[src/rtl/dragon_pkg.sv]
// Shared dragon definitions: direction codes, trail FSM states, coordinate widths, spawn point.
// Used by the dragon head, the body trail and the renderer.
package dragon_pkg;

    localparam int COORD_W = 4;
    localparam int LOC_W   = 2 * COORD_W;
    localparam int DIR_W   = 3;
    localparam int LEN_W   = 4;

    localparam logic [LOC_W-1:0] DEFAULT_SPAWN = 8'h00;

    typedef enum logic [DIR_W-1:0] {
        DIR_UP    = 3'd0,
        DIR_RIGHT = 3'd1,
        DIR_DOWN  = 3'd2,
        DIR_LEFT  = 3'd3
    } dir_e;

    typedef enum logic [1:0] {
        ST_IDLE = 2'd0,
        ST_SCAN = 2'd1,
        ST_DONE = 2'd2
    } state_e;

    // Requested trail length limited to the physical segment capacity.
    function automatic logic [LEN_W-1:0] clamp_len(input logic [LEN_W-1:0] req,
                                                   input logic [LEN_W-1:0] cap);
        return (req > cap) ? cap : req;
    endfunction

endpackage

[src/rtl/dragon_body_trail_if.sv]
// Head-step channel between the dragon head (master) and the body trail (slave).
interface dragon_body_trail_if;
    import dragon_pkg::*;

    // A step transfers on a rising edge where move_valid && move_ready; the master holds all
    // payload fields stable while move_valid is high, and move_ready never depends on move_valid.
    logic             move_valid;
    logic             move_ready;
    logic [LOC_W-1:0] head_location;
    logic [DIR_W-1:0] head_direction;
    logic [LEN_W-1:0] target_length;
    logic [LOC_W-1:0] player_location;

    modport master (
        output move_valid, head_location, head_direction, target_length, player_location,
        input  move_ready
    );

    modport slave (
        input  move_valid, head_location, head_direction, target_length, player_location,
        output move_ready
    );

endinterface

[src/rtl/dragon_seg_scanner.sv]
// Step-handshake FSM plus the one-segment-per-cycle collision scan and hit flags.
// Head-vs-segment compare exists only when DRAGON_SELF_HIT_EN is defined.
module dragon_seg_scanner
    import dragon_pkg::*;
(
    input  logic             clk,
    input  logic             rst_n,
    input  logic             move_valid,
    input  logic [LEN_W-1:0] len_next,
    input  logic [LEN_W-1:0] body_length,
    input  logic [LOC_W-1:0] player_location,
    input  logic [LOC_W-1:0] scan_loc,
`ifdef DRAGON_SELF_HIT_EN
    input  logic [LOC_W-1:0] head_loc,
`endif
    output logic [LEN_W-1:0] scan_idx,
    output state_e           state,
    output logic             ready,
    output logic             scan_done,
    output logic             player_hit,
    output logic             self_hit
);

    state_e           state_next;
    logic [LOC_W-1:0] player_q;
    logic             acc_player;
    logic             acc_self;
    logic             cmp_player;
    logic             cmp_self;
    logic             last_seg;
    logic             accept;

    assign accept     = move_valid && (state == ST_IDLE);
    assign cmp_player = (scan_loc == player_q);
`ifdef DRAGON_SELF_HIT_EN
    assign cmp_self   = (scan_loc == head_loc);
`else
    assign cmp_self   = 1'b0;
`endif
    assign last_seg   = (scan_idx == body_length - LEN_W'(1));

    always_comb begin
        state_next = state;
        ready      = 1'b0;
        scan_done  = 1'b0;
        case (state)
            ST_IDLE: begin
                ready = 1'b1;
                if (move_valid) begin
                    // An empty trail has nothing to scan; report cleared flags at once.
                    state_next = (len_next == '0) ? ST_DONE : ST_SCAN;
                end
            end
            ST_SCAN: begin
                if (last_seg) state_next = ST_DONE;
            end
            ST_DONE: begin
                scan_done  = 1'b1;
                state_next = ST_IDLE;
            end
            default: state_next = ST_IDLE;
        endcase
    end

    always_ff @(posedge clk) begin
        if (!rst_n) begin
            state      <= ST_IDLE;
            scan_idx   <= '0;
            player_q   <= '0;
            acc_player <= 1'b0;
            acc_self   <= 1'b0;
            player_hit <= 1'b0;
            self_hit   <= 1'b0;
        end else begin
            state <= state_next;
            if (accept) begin
                scan_idx   <= '0;
                player_q   <= player_location;
                acc_player <= 1'b0;
                acc_self   <= 1'b0;
                if (len_next == '0) begin
                    player_hit <= 1'b0;
                    self_hit   <= 1'b0;
                end
            end else if (state == ST_SCAN) begin
                scan_idx   <= scan_idx + LEN_W'(1);
                acc_player <= acc_player | cmp_player;
                acc_self   <= acc_self | cmp_self;
                // Flags land on the edge into DONE so they are valid alongside scan_done.
                if (last_seg) begin
                    player_hit <= acc_player | cmp_player;
                    self_hit   <= acc_self | cmp_self;
                end
            end
        end
    end

endmodule

[src/rtl/dragon_body_trail.sv]
// Body trail behind the dragon head: segment shift register, length tracking, renderer read port.
// Optional head-vs-body collision is enabled by defining DRAGON_SELF_HIT_EN.
module dragon_body_trail
    import dragon_pkg::*;
#(
    parameter int               MAX_SEGMENTS = 8,
    parameter logic [LOC_W-1:0] SPAWN_LOC    = DEFAULT_SPAWN
) (
    input  logic                frame_clk,
    input  logic                rst_n,
    dragon_body_trail_if.slave  step,
    input  logic [LEN_W-1:0]    seg_rd_index,
    output logic [LOC_W-1:0]    seg_rd_location,
    output logic [DIR_W-1:0]    seg_rd_direction,
    output logic                seg_rd_valid,
    output logic [LEN_W-1:0]    body_length,
    output logic                scan_done,
    output logic                player_hit,
    output logic                self_hit,
    output state_e              state_dbg
);

    logic [LOC_W-1:0] head_loc;
    logic [DIR_W-1:0] head_dir;
    logic [LOC_W-1:0] seg_loc [MAX_SEGMENTS];
    logic [DIR_W-1:0] seg_dir [MAX_SEGMENTS];
    logic [LEN_W-1:0] len_tgt;
    logic [LEN_W-1:0] len_next;
    logic [LEN_W-1:0] scan_idx;
    logic [LOC_W-1:0] scan_loc;
    logic             ready;
    logic             accept;

    assign step.move_ready = ready;
    assign accept          = step.move_valid && ready;

    // Length moves at most one step toward the clamped target per accepted move.
    always_comb begin
        len_tgt  = clamp_len(step.target_length, LEN_W'(MAX_SEGMENTS));
        len_next = body_length;
        if (body_length < len_tgt) begin
            len_next = body_length + LEN_W'(1);
        end else if (body_length > len_tgt) begin
            len_next = body_length - LEN_W'(1);
        end
    end

    always_ff @(posedge frame_clk) begin
        if (!rst_n) begin
            head_loc    <= SPAWN_LOC;
            head_dir    <= '0;
            body_length <= '0;
            for (int i = 0; i < MAX_SEGMENTS; i++) begin
                seg_loc[i] <= SPAWN_LOC;
                seg_dir[i] <= '0;
            end
        end else if (accept) begin
            for (int i = 1; i < MAX_SEGMENTS; i++) begin
                seg_loc[i] <= seg_loc[i-1];
                seg_dir[i] <= seg_dir[i-1];
            end
            seg_loc[0]  <= head_loc;
            seg_dir[0]  <= head_dir;
            head_loc    <= step.head_location;
            head_dir    <= step.head_direction;
            body_length <= len_next;
        end
    end

    // Explicit mux keeps out-of-range indices (up to 15) away from the array.
    always_comb begin
        seg_rd_location  = '0;
        seg_rd_direction = '0;
        scan_loc         = '0;
        seg_rd_valid     = (seg_rd_index < body_length);
        for (int i = 0; i < MAX_SEGMENTS; i++) begin
            if (seg_rd_valid && (seg_rd_index == LEN_W'(i))) begin
                seg_rd_location  = seg_loc[i];
                seg_rd_direction = seg_dir[i];
            end
            if (scan_idx == LEN_W'(i)) begin
                scan_loc = seg_loc[i];
            end
        end
    end

    dragon_seg_scanner u_scanner (
        .clk             (frame_clk),
        .rst_n           (rst_n),
        .move_valid      (step.move_valid),
        .len_next        (len_next),
        .body_length     (body_length),
        .player_location (step.player_location),
        .scan_loc        (scan_loc),
`ifdef DRAGON_SELF_HIT_EN
        .head_loc        (head_loc),
`endif
        .scan_idx        (scan_idx),
        .state           (state_dbg),
        .ready           (ready),
        .scan_done       (scan_done),
        .player_hit      (player_hit),
        .self_hit        (self_hit)
    );

endmodule
[src/flat_wrapper.sv]
// flat-port wrapper written by rule: the top's interface ports become plain ports
module dragon_body_trail_flat import dragon_pkg::*;
#(
    parameter int               MAX_SEGMENTS = 8,
    parameter logic [LOC_W-1:0] SPAWN_LOC    = DEFAULT_SPAWN
)
  (frame_clk, rst_n, seg_rd_index, seg_rd_location, seg_rd_direction, seg_rd_valid, body_length, scan_done, player_hit, self_hit, state_dbg, step_move_valid, step_head_location, step_head_direction, step_target_length, step_player_location, step_move_ready);
  dragon_body_trail_if step_i ();
  input  logic frame_clk;
  input  logic rst_n;
  input  logic [LEN_W-1:0] seg_rd_index;
  output logic [LOC_W-1:0] seg_rd_location;
  output logic [DIR_W-1:0] seg_rd_direction;
  output logic seg_rd_valid;
  output logic [LEN_W-1:0] body_length;
  output logic scan_done;
  output logic player_hit;
  output logic self_hit;
  output state_e state_dbg;
  input wire logic [$bits(step_i.move_valid)-1:0] step_move_valid;
  input wire logic [$bits(step_i.head_location)-1:0] step_head_location;
  input wire logic [$bits(step_i.head_direction)-1:0] step_head_direction;
  input wire logic [$bits(step_i.target_length)-1:0] step_target_length;
  input wire logic [$bits(step_i.player_location)-1:0] step_player_location;
  output wire logic [$bits(step_i.move_ready)-1:0] step_move_ready;
  assign step_i.move_valid = step_move_valid;
  assign step_i.head_location = step_head_location;
  assign step_i.head_direction = step_head_direction;
  assign step_i.target_length = step_target_length;
  assign step_i.player_location = step_player_location;
  assign step_move_ready = step_i.move_ready;
  dragon_body_trail #(.MAX_SEGMENTS(MAX_SEGMENTS), .SPAWN_LOC(SPAWN_LOC)) u_core (.frame_clk(frame_clk), .rst_n(rst_n), .step(step_i), .seg_rd_index(seg_rd_index), .seg_rd_location(seg_rd_location), .seg_rd_direction(seg_rd_direction), .seg_rd_valid(seg_rd_valid), .body_length(body_length), .scan_done(scan_done), .player_hit(player_hit), .self_hit(self_hit), .state_dbg(state_dbg));
endmodule
[config.mk]
export PLATFORM = sky130hd
export DESIGN_NAME = dragon_body_trail_flat
export DESIGN_NICKNAME = d
export VERILOG_FILES = /design/src/rtl/dragon_pkg.sv /design/src/rtl/dragon_body_trail_if.sv /design/src/rtl/dragon_seg_scanner.sv /design/src/rtl/dragon_body_trail.sv /design/src/flat_wrapper.sv
export SDC_FILE = /design/constraint.sdc
export NUM_CORES = 1
export LEC_CHECK = 0
export ABC_AREA = 1
export CORE_MARGIN = 4
export CORE_UTILIZATION = 56
export CTS_CLUSTER_DIAMETER = 120
export DETAILED_ROUTE_END_ITERATION = 6
export GPL_TIMING_DRIVEN = 0
export PLACE_DENSITY = 0.85
export SLEW_MARGIN = 20
export SYNTH_ARGS = -nofsm -noshare
export SYNTH_HDL_FRONTEND = slang
export SYNTH_SLANG_ARGS = --single-unit
[constraint.sdc]
create_clock -name frame_clk -period 3.3 [get_ports frame_clk]
set_clock_uncertainty 0.1 [all_clocks]
set_input_delay 0.66 -clock frame_clk [delete_from_list [all_inputs] [get_ports frame_clk]]
set_output_delay 0.66 -clock frame_clk [all_outputs]
set_load 0.02 [all_outputs]
==> reports/qor.yml <==
yosys:
  synth.area.top_cells: "edfxtp_1, dfxtp_1, inv_1"
  synth_cells: 803
  yosysTopAreaCell: "edfxtp_1"
  synth_top_area_share: 0.3159
  ys_seq_area_frac: 0.4850
  synth.distinct_cells: 40
  avgSynthCellArea_um2: 7.813
  syn_nets: 846
  syn_area_mm2: 0.006274
  yosysWarnings: 0
  ys_ff_latch: 119
sta:
  hold_viol: 0
  rsz0062_at_grt: "yes"
  drv_slew: 0
  setup_slack_ns: -0.1533
  fin_crit_sh: 1.046
  period_needed_ns: 3.453
  hold_ws_ns: 0.3886
  slew_headroom: 0.5393
  tightest_slew_ns: 0.6910
  setup_viol: 11
  max_clock_freq_mhz: 289.6
route:
  drt_iter0_drc: 1023
  vias: 6362
  vias_per_cell: 6.071
  wire_per_inst_um: 19.63
  firstDrtPassIters: 7
  ant_nets: 0
  remaining_drc_errors: 1
  finalWirelength_um: 20570
cts:
  worstSkewPairLatency_ns: 0.55
  numClockSinks: 119
  clkTransAtPathRegs_ns: 0.07
  cts_max_path_buffers: 2
  numCtsBuffers: 17
  cts_max_level: 4
  root_buffer: "clkbuf_8"
  cts_tree: "built"
worst_setup_path:
  cp_max_fo: 9
  crit_top_cell: "buf_6"
  start_kind: "flip-flop"
  worst_ep_required_time_ns: 2.54
  cp.buffers_inverters: 4
  cp_data_arrival_time_ns: 2.69
  critical_path.slowest_cell: "dfxtp_4"
  path_delay_family: "simple AND/OR/NAND/NOR gates"
  crit_type: "flip-flop to output pin"
  rr_worst_depth: 8
  crit_chain: "inv_4, ha_4, o21ai_2, nand2_1, nand3_2, nand2_4, nor3_1, inv_1, buf_6, nor2_1, nor4_2, o2111ai_2, buf_6"
  endpoint_kind: "output pin"
  slowest_delay_ns: 0.36
  path_depth: 13
placement:
  gp_congestion: 0.9420
  io_buffers: 49
  dp_hpwl_um: 11550
  pre_cts_ws_ns: -1.132
floorplanning:
  boundaryPins: 52
  core_mm2: 0.01089
  initial_core_util: 0.5762
  die_w_um: 113.8
  die_y_um: 113.8
  rows: 38
  dieArea_mm2: 0.01296
grt:
  grtUsageTotal: 0.3064
  grt_max_degree: 51
  grt_pass1_wl_um: 30700
  grt_pass1_vias: 6036
  antenna_found_initial: 0
  grt-ovfl-total: 0
finish:
  drive_above_1_share: 0.1619
  nNetsFinal: 938
  area_growth_syn_to_layout_pct: 28.22
  antennaDiodeCount: 0
power_and_ir_drop:
  power_mw: 4.829
  vdd_ir_drop_max_uv: 569.7
  power-per-cell-area_mw_per_mm2: 600.3
  power_leakage_nw: 3.287
min_path:
  hold_depth: 2
  min_path_type: "flip-flop to flip-flop"
status:
  violations: "design-rule violations, negative setup slack"
  outcome: "complete, but fails checks"
flow_run:
  maxCapViolCount: 0
cells in the final DEF (no fill, tap or decap), types with 4 or more instances in the layout:
master             n
edfxtp_1          66
inv_6              7
a21oi_1           15
buf_6             11
buf_2              7
nand4_1            9
nor4_2             7
xor2_1             7
nand3_2            5
nor3_1             7
ha_1              11
o22ai_1           22
buf_4             29
clkdlybuf4s50_1   34
nand2_2            5
inv_1            146
clkbuf_16         16
clkbuf_1          16
o2111ai_1          5
o2111ai_2          4
o21ai_1            7
o21ai_0           41
o21ai_2            4
nor2_1           113
nand3_1           67
nand2_1          129
nand2_4            5
dfxtp_1           49
inv_2              6
cell type report:
type	instances	area (um2)
flip-flops and latches	119	3055
fillers	701	2844
multi-input cells	493	2700
repair buffers	73	683.2
inverters	157	604.3
clock buffers	17	414.1
plain buffers	34	227.7
clock inverters	15	183.9
well taps	140	175.2
Yosys cell counts:
master,n
a21oi_1,16
a31oi_1,1
buf_1,1
buf_2,10
buf_4,2
buf_6,2
buf_8,1
clkbuf_1,18
clkinv_1,2
conb_1,1
dfxtp_1,53
edfxtp_1,66
ha_1,13
inv_1,149
inv_2,6
nand2_1,136
nand2_2,1
nand2_4,2
nand3_1,69
nand3_2,4
nand3_4,1
nand3b_1,2
nand4_1,9
nor2_1,116
nor2_2,1
nor2_4,1
nor2_8,1
nor3_1,8
nor4_1,9
o2111ai_1,9
o211ai_1,1
o21a_1,1
o21ai_0,49
o21ai_1,3
o21bai_1,1
o221ai_1,4
o22ai_1,23
or2_2,2
xnor2_1,2
xor2_1,7
metal layers:
layer / wire [um] / global-route usage / vias to the layer above / part of all wire
li1: - / - / 2785 / -
met1: 7090 / 0.3708 / 2871 / 0.34
met2: 9610 / 0.4967 / 540 / 0.47
met3: 2470 / 0.08117 / 166 / 0.12
met4: 1402 / 0.1718 / 0 / 0.068
met5: 0 / 0 / - / 0
worst paths after layout:
| kind | start | to | slack [ns] |
|---|---|---|---|
| max reg2reg | u_core.u_scanner.state[0]$_SDFFE_PN0P_ | u_core.seg_loc[0][25]$_SDFFCE_PN0P_ | 0.53 |
| min reg2reg | u_core.head_loc[6]$_SDFFE_PN0P_ | u_core.head_loc[6]$_SDFFE_PN0P_ | 0.39 |
| min | u_core.head_loc[6]$_SDFFE_PN0P_ | u_core.head_loc[6]$_SDFFE_PN0P_ | 0.39 |
| max | u_core.body_length[1]$_SDFFE_PN0P_ | seg_rd_location[0] | -0.15 |
metrics by stage:
stage                     cell area (um2)  instances  setup TNS, ns    util
after floorplan                      6274        803              0       -
after global placement               6939        992         -57.90  0.6373
after detailed placement             6969        993         -11.67  0.6401
after CTS                            7881       1041        -0.4734  0.7239
after global routing                 8044       1048         -1.872  0.7388
final                                8044       1048         -1.224  0.7388
sequential cells by signal (all words and copies together) (netlist names):
| signal | cells |
|---|---|
| u_core.seg_loc | 64 |
| u_core.u_scanner.player_hit | 1 |
| u_core.u_scanner.player_q | 8 |
| u_core.head_loc | 8 |
| u_core.u_scanner.state | 2 |
| u_core.u_scanner.scan_idx | 4 |
| u_core.head_dir | 3 |
| u_core.u_scanner.acc_player | 1 |
| u_core.body_length | 4 |
| u_core.seg_dir | 24 |
kinds of logic after synthesis:
kind of cell | after synthesis | share of synthesized area
simple gates | 362 | 0.2543
compound gates | 108 | 0.09992
buf+inv | 191 | 0.1217
other cells | 1 | 0.0005978
fa+ha+maj | 13 | 0.02593
flops | 119 | 0.4850
xor+xnor | 9 | 0.01257
report_power, final:
group          leakage, nW  internal, mW  switching [mW]
combinational         1.85         0.359           0.702
sequential            1.15          1.75           0.107
clock                0.287          1.11           0.801
total                 3.29          3.22            1.61
worst reg2reg max path, cell delays in order, from the launching register on:
cell and delay (ns):
dfxtp_1 0.33, nor2_1 0.15, nand2_1 0.12, clkinv_1 0.19, nor2_1 0.17, inv_1 0.11, clkbuf_1 0.49, buf_4 0.45
buf_16 0.31
repair_timing:
action,CTS,global route
hold buffers,0,0
setup buffers,14,6
resized for setup,120,32
pin swaps,23,18
gates cloned,2,1
setup endpoints to repair,11,11
Power figures use the tool's default switching activity.
==> variant 1: new RTL, same settings <==
`COORD_W`: 4 -> 6.
--- a/src/rtl/dragon_pkg.sv
+++ b/src/rtl/dragon_pkg.sv
@@ -2,7 +2,7 @@
 // Used by the dragon head, the body trail and the renderer.
 package dragon_pkg;
 
-    localparam int COORD_W = 4;
+    localparam int COORD_W = 6;
     localparam int LOC_W   = 2 * COORD_W;
     localparam int DIR_W   = 3;
     localparam int LEN_W   = 4;
Interface: changed (resized seg_rd_location, step_head_location and step_player_location); port bits go from 52 to 64. The function was not compared with the original's and may differ.
==> variant 1 against the unedited design <==
  * The run ends with setup timing left
  * Total power up 32%
  * Sequential cell count is 40 higher
  * Worst setup slack improved by 0.087 ns
  * Via count is 18% higher
  * Combinational power rose by 57%
  * Area after synthesis increased by 30%
  * First-iteration DRC count up 7.1%
  * Wire length increased by 12%
  * Cell area grew 27%
  * Largest power group is now registers
==> variant 1: results (changes against the unedited design) <==
Fill cells 979 (+40%); Power Total 6.39 mW (+32%); WL/cell 17.5 um (-11%); Max stage delay on crit path 0.33 ns (-0.03 ns); status finished with violations; layout cells sized above 1 14.8% (-1.4 points); Commonest cells post-synth inv_1 (200), nand2_1 (175), nor2_1 (111); worst-path fanout max 10 (+1); via count 7502 (+18%); Total GRT Usage 27.2% (-3.4 points); Slew @ Worst Pin 0.781 ns (+0.0896 ns); Post-Synth XOR/XNOR Area 0.856% (-0.40 points); clk_lat worst skew 0.43 ns (-0.12 ns); leakage power 4.08 nW (+24%); biggest regs u_core.seg_loc (96), u_core.seg_dir (24); Final Worst Setup Slack -0.0662 ns (+0.0871 ns); post_cts resized 164 (+37%); failing checks setup timing; First-pass DRT Iterations 6 (-1); Clk network pwr share 33.1% (-6.4 points); multi-input logic cell count 610 (+24%); P per Cell Area 624 nW/um2 (+4.0%); clock sink count 159 (+34%); hold_sp u_core.head_loc[7]; R2R Setup Slk 0.39 ns (-0.14 ns); # setup viols final 12 (+1); Logic inverters 207 (+32%); worst reg2reg path depth 18 (+10); Net count, final 1174 (+25%); Placed Area 9060 um2 (+30%); Seq area share 40.0% (+2.0 points)
-- variant 1: cell count changes after synthesis, moves of 5 or more --
cell,change
o21ai_1,+5
nor4_1,-9
dfxtp_1,+16
o221ai_1,+13
o2111ai_1,+6
nor2_1,-5
inv_1,+51
nand2_1,+39
clkbuf_1,+21
edfxtp_1,+24
o21ai_0,+18
nand3_1,+20
nand4_1,+12
o22ai_1,+21
-- variant 1: kinds of logic after synthesis --
kind of cell,Yosys count
buffers and inverters,260
AND/OR/NAND/NOR,413
adder cells (fa/ha/maj),13
AO/OA/AOI/OAI,175
XOR/XNOR,8
other,1
flip-flops,159
-- variant 1: per-layer routing --
layer / vias to the layer above / track usage (%) / routed length, um
met5: - / 0 / 0
met4: 0 / 8.40 / 471
met3: 56 / 6.23 / 2200
met2: 447 / 44.6 / 11300
met1: 3418 / 36.1 / 9080
li1: 3581 / - / -
==> variant 2: new RTL, same flow settings <==
Without the edit above. Put a register stage on the output `seg_rd_location`, with the module's reset. The value now appears one clock later. The other outputs are not delayed to match.
--- a/src/rtl/dragon_body_trail.sv
+++ b/src/rtl/dragon_body_trail.sv
@@ -19,6 +19,8 @@
     output logic                self_hit,
     output state_e              state_dbg
 );
+
+    logic [LOC_W-1:0] seg_rd_location_d;
 
     logic [LOC_W-1:0] head_loc;
     logic [DIR_W-1:0] head_dir;
@@ -69,13 +71,13 @@
 
     // Explicit mux keeps out-of-range indices (up to 15) away from the array.
     always_comb begin
-        seg_rd_location  = '0;
+        seg_rd_location_d = '0;
         seg_rd_direction = '0;
         scan_loc         = '0;
         seg_rd_valid     = (seg_rd_index < body_length);
         for (int i = 0; i < MAX_SEGMENTS; i++) begin
             if (seg_rd_valid && (seg_rd_index == LEN_W'(i))) begin
-                seg_rd_location  = seg_loc[i];
+                seg_rd_location_d = seg_loc[i];
                 seg_rd_direction = seg_dir[i];
             end
             if (scan_idx == LEN_W'(i)) begin
@@ -103,4 +105,12 @@
         .self_hit        (self_hit)
     );
 
+    always_ff @(posedge frame_clk) begin
+        if (!rst_n) begin
+            seg_rd_location <= '0;
+        end else begin
+            seg_rd_location <= seg_rd_location_d;
+        end
+    end
+
 endmodule
Formal check against the unedited RTL: not equivalent (a bounded check fails within 4 cycles, from zero or initial values and one cycle with rst_n low).
==> variant 2 against the unedited design <==
  * Sequential cell count is 8 higher
  * Via count is 8.8% lower
  * Worst setup slack better by 0.25 ns
  * Wire length is 19% lower
  * Global-route usage is 4.1 points lower
  * Sequential share of layout area is 2.8 points higher
  * Area after synthesis is 3.6% higher
  * Cell area is 2.3% lower
  * Total power is 4.4% higher
  * Highest routed layer unchanged
==> variant 2: results (changes against the unedited design) <==
Area contributors post-synth edfxtp_1 (30%), dfxtp_1 (19%), inv_1 (9.8%); First-pass DRT Iterations 6 (-1); status complete, no violations; Fill cells 872 (+24%); Commonest cells post-synth inv_1 (169), nand2_1 (164), nor2_1 (104); CTS Root Cell clkbuf_16; crit path launch seg_rd_index[3]; largest net degree at the start of global routing 52 (+2.0%); number of global-route vias before repair 5772 (-4.4%); WL final 16700 um (-19%); sw frac 31.8% (-1.5 points); CTS clk-pin slew, worst paths 0.05 ns (-0.02 ns); hold_sp u_core.head_loc[6]; Total GRT Usage 26.5% (-4.1 points); Placed Area 7200 um2 (+3.3%); Syn Nets 880 (+4.0%); IO Port Bufs 49 (unchanged); Net count, final 956 (+1.9%); leakage power 3.31 nW (+0.77%); Max stage delay on crit path 0.27 ns (-0.09 ns); Peak VDD IR 0.000443 V (-22%); clk_lat worst skew 0.42 ns (-0.13 ns); post-synth cell types 38 (-5.0%); GP Congestion 0.905 (-3.9%); DRT iter0 DRCs 680 (-34%); drt via density 5.43 (-11%); layout cells sized above 1 8.21% (-8.0 points); slowest library cell on the worst path dlygate4sd2_1; max_slew headroom 50.8% (-3.1 points); sequential area share after synthesis 49.3% (+0.77 points); dpl ws -0.947 ns (+0.186 ns); worst-path fanout max 4 (-5); wire length of the first global-routing pass 27500 um (-10%); hpwl dp 11500 um (-0.38%)
variant 2: changes by cell type after synthesis, moves of 12 or more:
cell	delta
nand2_1	+28
nor2_1	-12
nand3_1	-16
inv_1	+20
o21ai_0	+18
variant 2: logic make-up after synthesis:
kind of cell	share of synthesized area, %
buf+inv	12.5
compound gates	11.8
fa+ha+maj	2.50
flops	49.3
simple gates	22.7
xor+xnor	1.21
other cells	0.0577
variant 2: power by group through the flow:
stage                     Clock (mW)  Sequential [mW]  Combinational (mW)
after floorplan                    0             2.08               0.750
after global placement             0             2.08                1.11
after CTS                       1.76             2.06                1.19
after global routing            1.84             2.09                1.37
final                           1.76             2.06                1.22
after detailed placement           0             2.09                1.15
variant 2: layer usage:
metal  vias to the layer above  wire length [um]  track usage [%]
met5                         -                 0                0
met2                       275              8170             44.4
met3                        45              1470             6.37
li1                       2825                 -                -
met4                         0               499             10.4
met1                      2655              6530             33.4
variant 2: repair_timing:
item                       in CTS  in global routing
buffers inserted                6                  2
setup endpoints to repair       3                  3
resized for setup              36                  9
gates cloned                    0                  0
pin swaps                       6                  5
variant 2: final cells by class:
type / count / area, um2 / area share [%]
repair buffers: 58 / 563 / 7.16
inverters: 177 / 671 / 8.53
multi-input cells: 505 / 2540 / 32.3
clock buffers: 23 / 448 / 5.70
clock inverters: 9 / 93.8 / 1.19
flip-flops and latches: 127 / 3210 / 40.8
plain buffers: 27 / 156 / 1.99
well taps: 143 / 179 / 2.28
variant 2: critical path, delay by kind of cell:
| kind | cells | cell delay, ns |
|---|---|---|
| AOI/OAI and AO/OA | 1 | 0.17 |
| adders and majority gates | 1 | 0.23 |
| buffers and inverters | 4 | 0.73 |
| and+or+nand+nor | 5 | 0.63 |
variant 2: through the flow:
stage	TNS (ns)	std cells	hold slack, ns	power (mW)
6_report	0	1069	0.377	5.04
4_1_cts	0	1068	0.368	5.01
5_1_grt	0	1069	0.394	5.29
2_1_floorplan	0	837	0.329	2.83
3_3_place_gp	-51.29	1029	0.342	3.19
3_5_place_dp	-2.83	1030	0.354	3.24
variant 2: final timing paths:
| check | end | slack, ns | cells after the start |
|---|---|---|---|
| hold / removal | u_core.head_loc[6] | 0.38 | 2 |
| setup reg to reg | u_core.seg_loc[0][43] | 0.64 | 8 |
| hold reg to reg | u_core.head_loc[6] | 0.38 | 2 |
| setup / recovery | seg_rd_direction[2] | 0.1 | 11 |
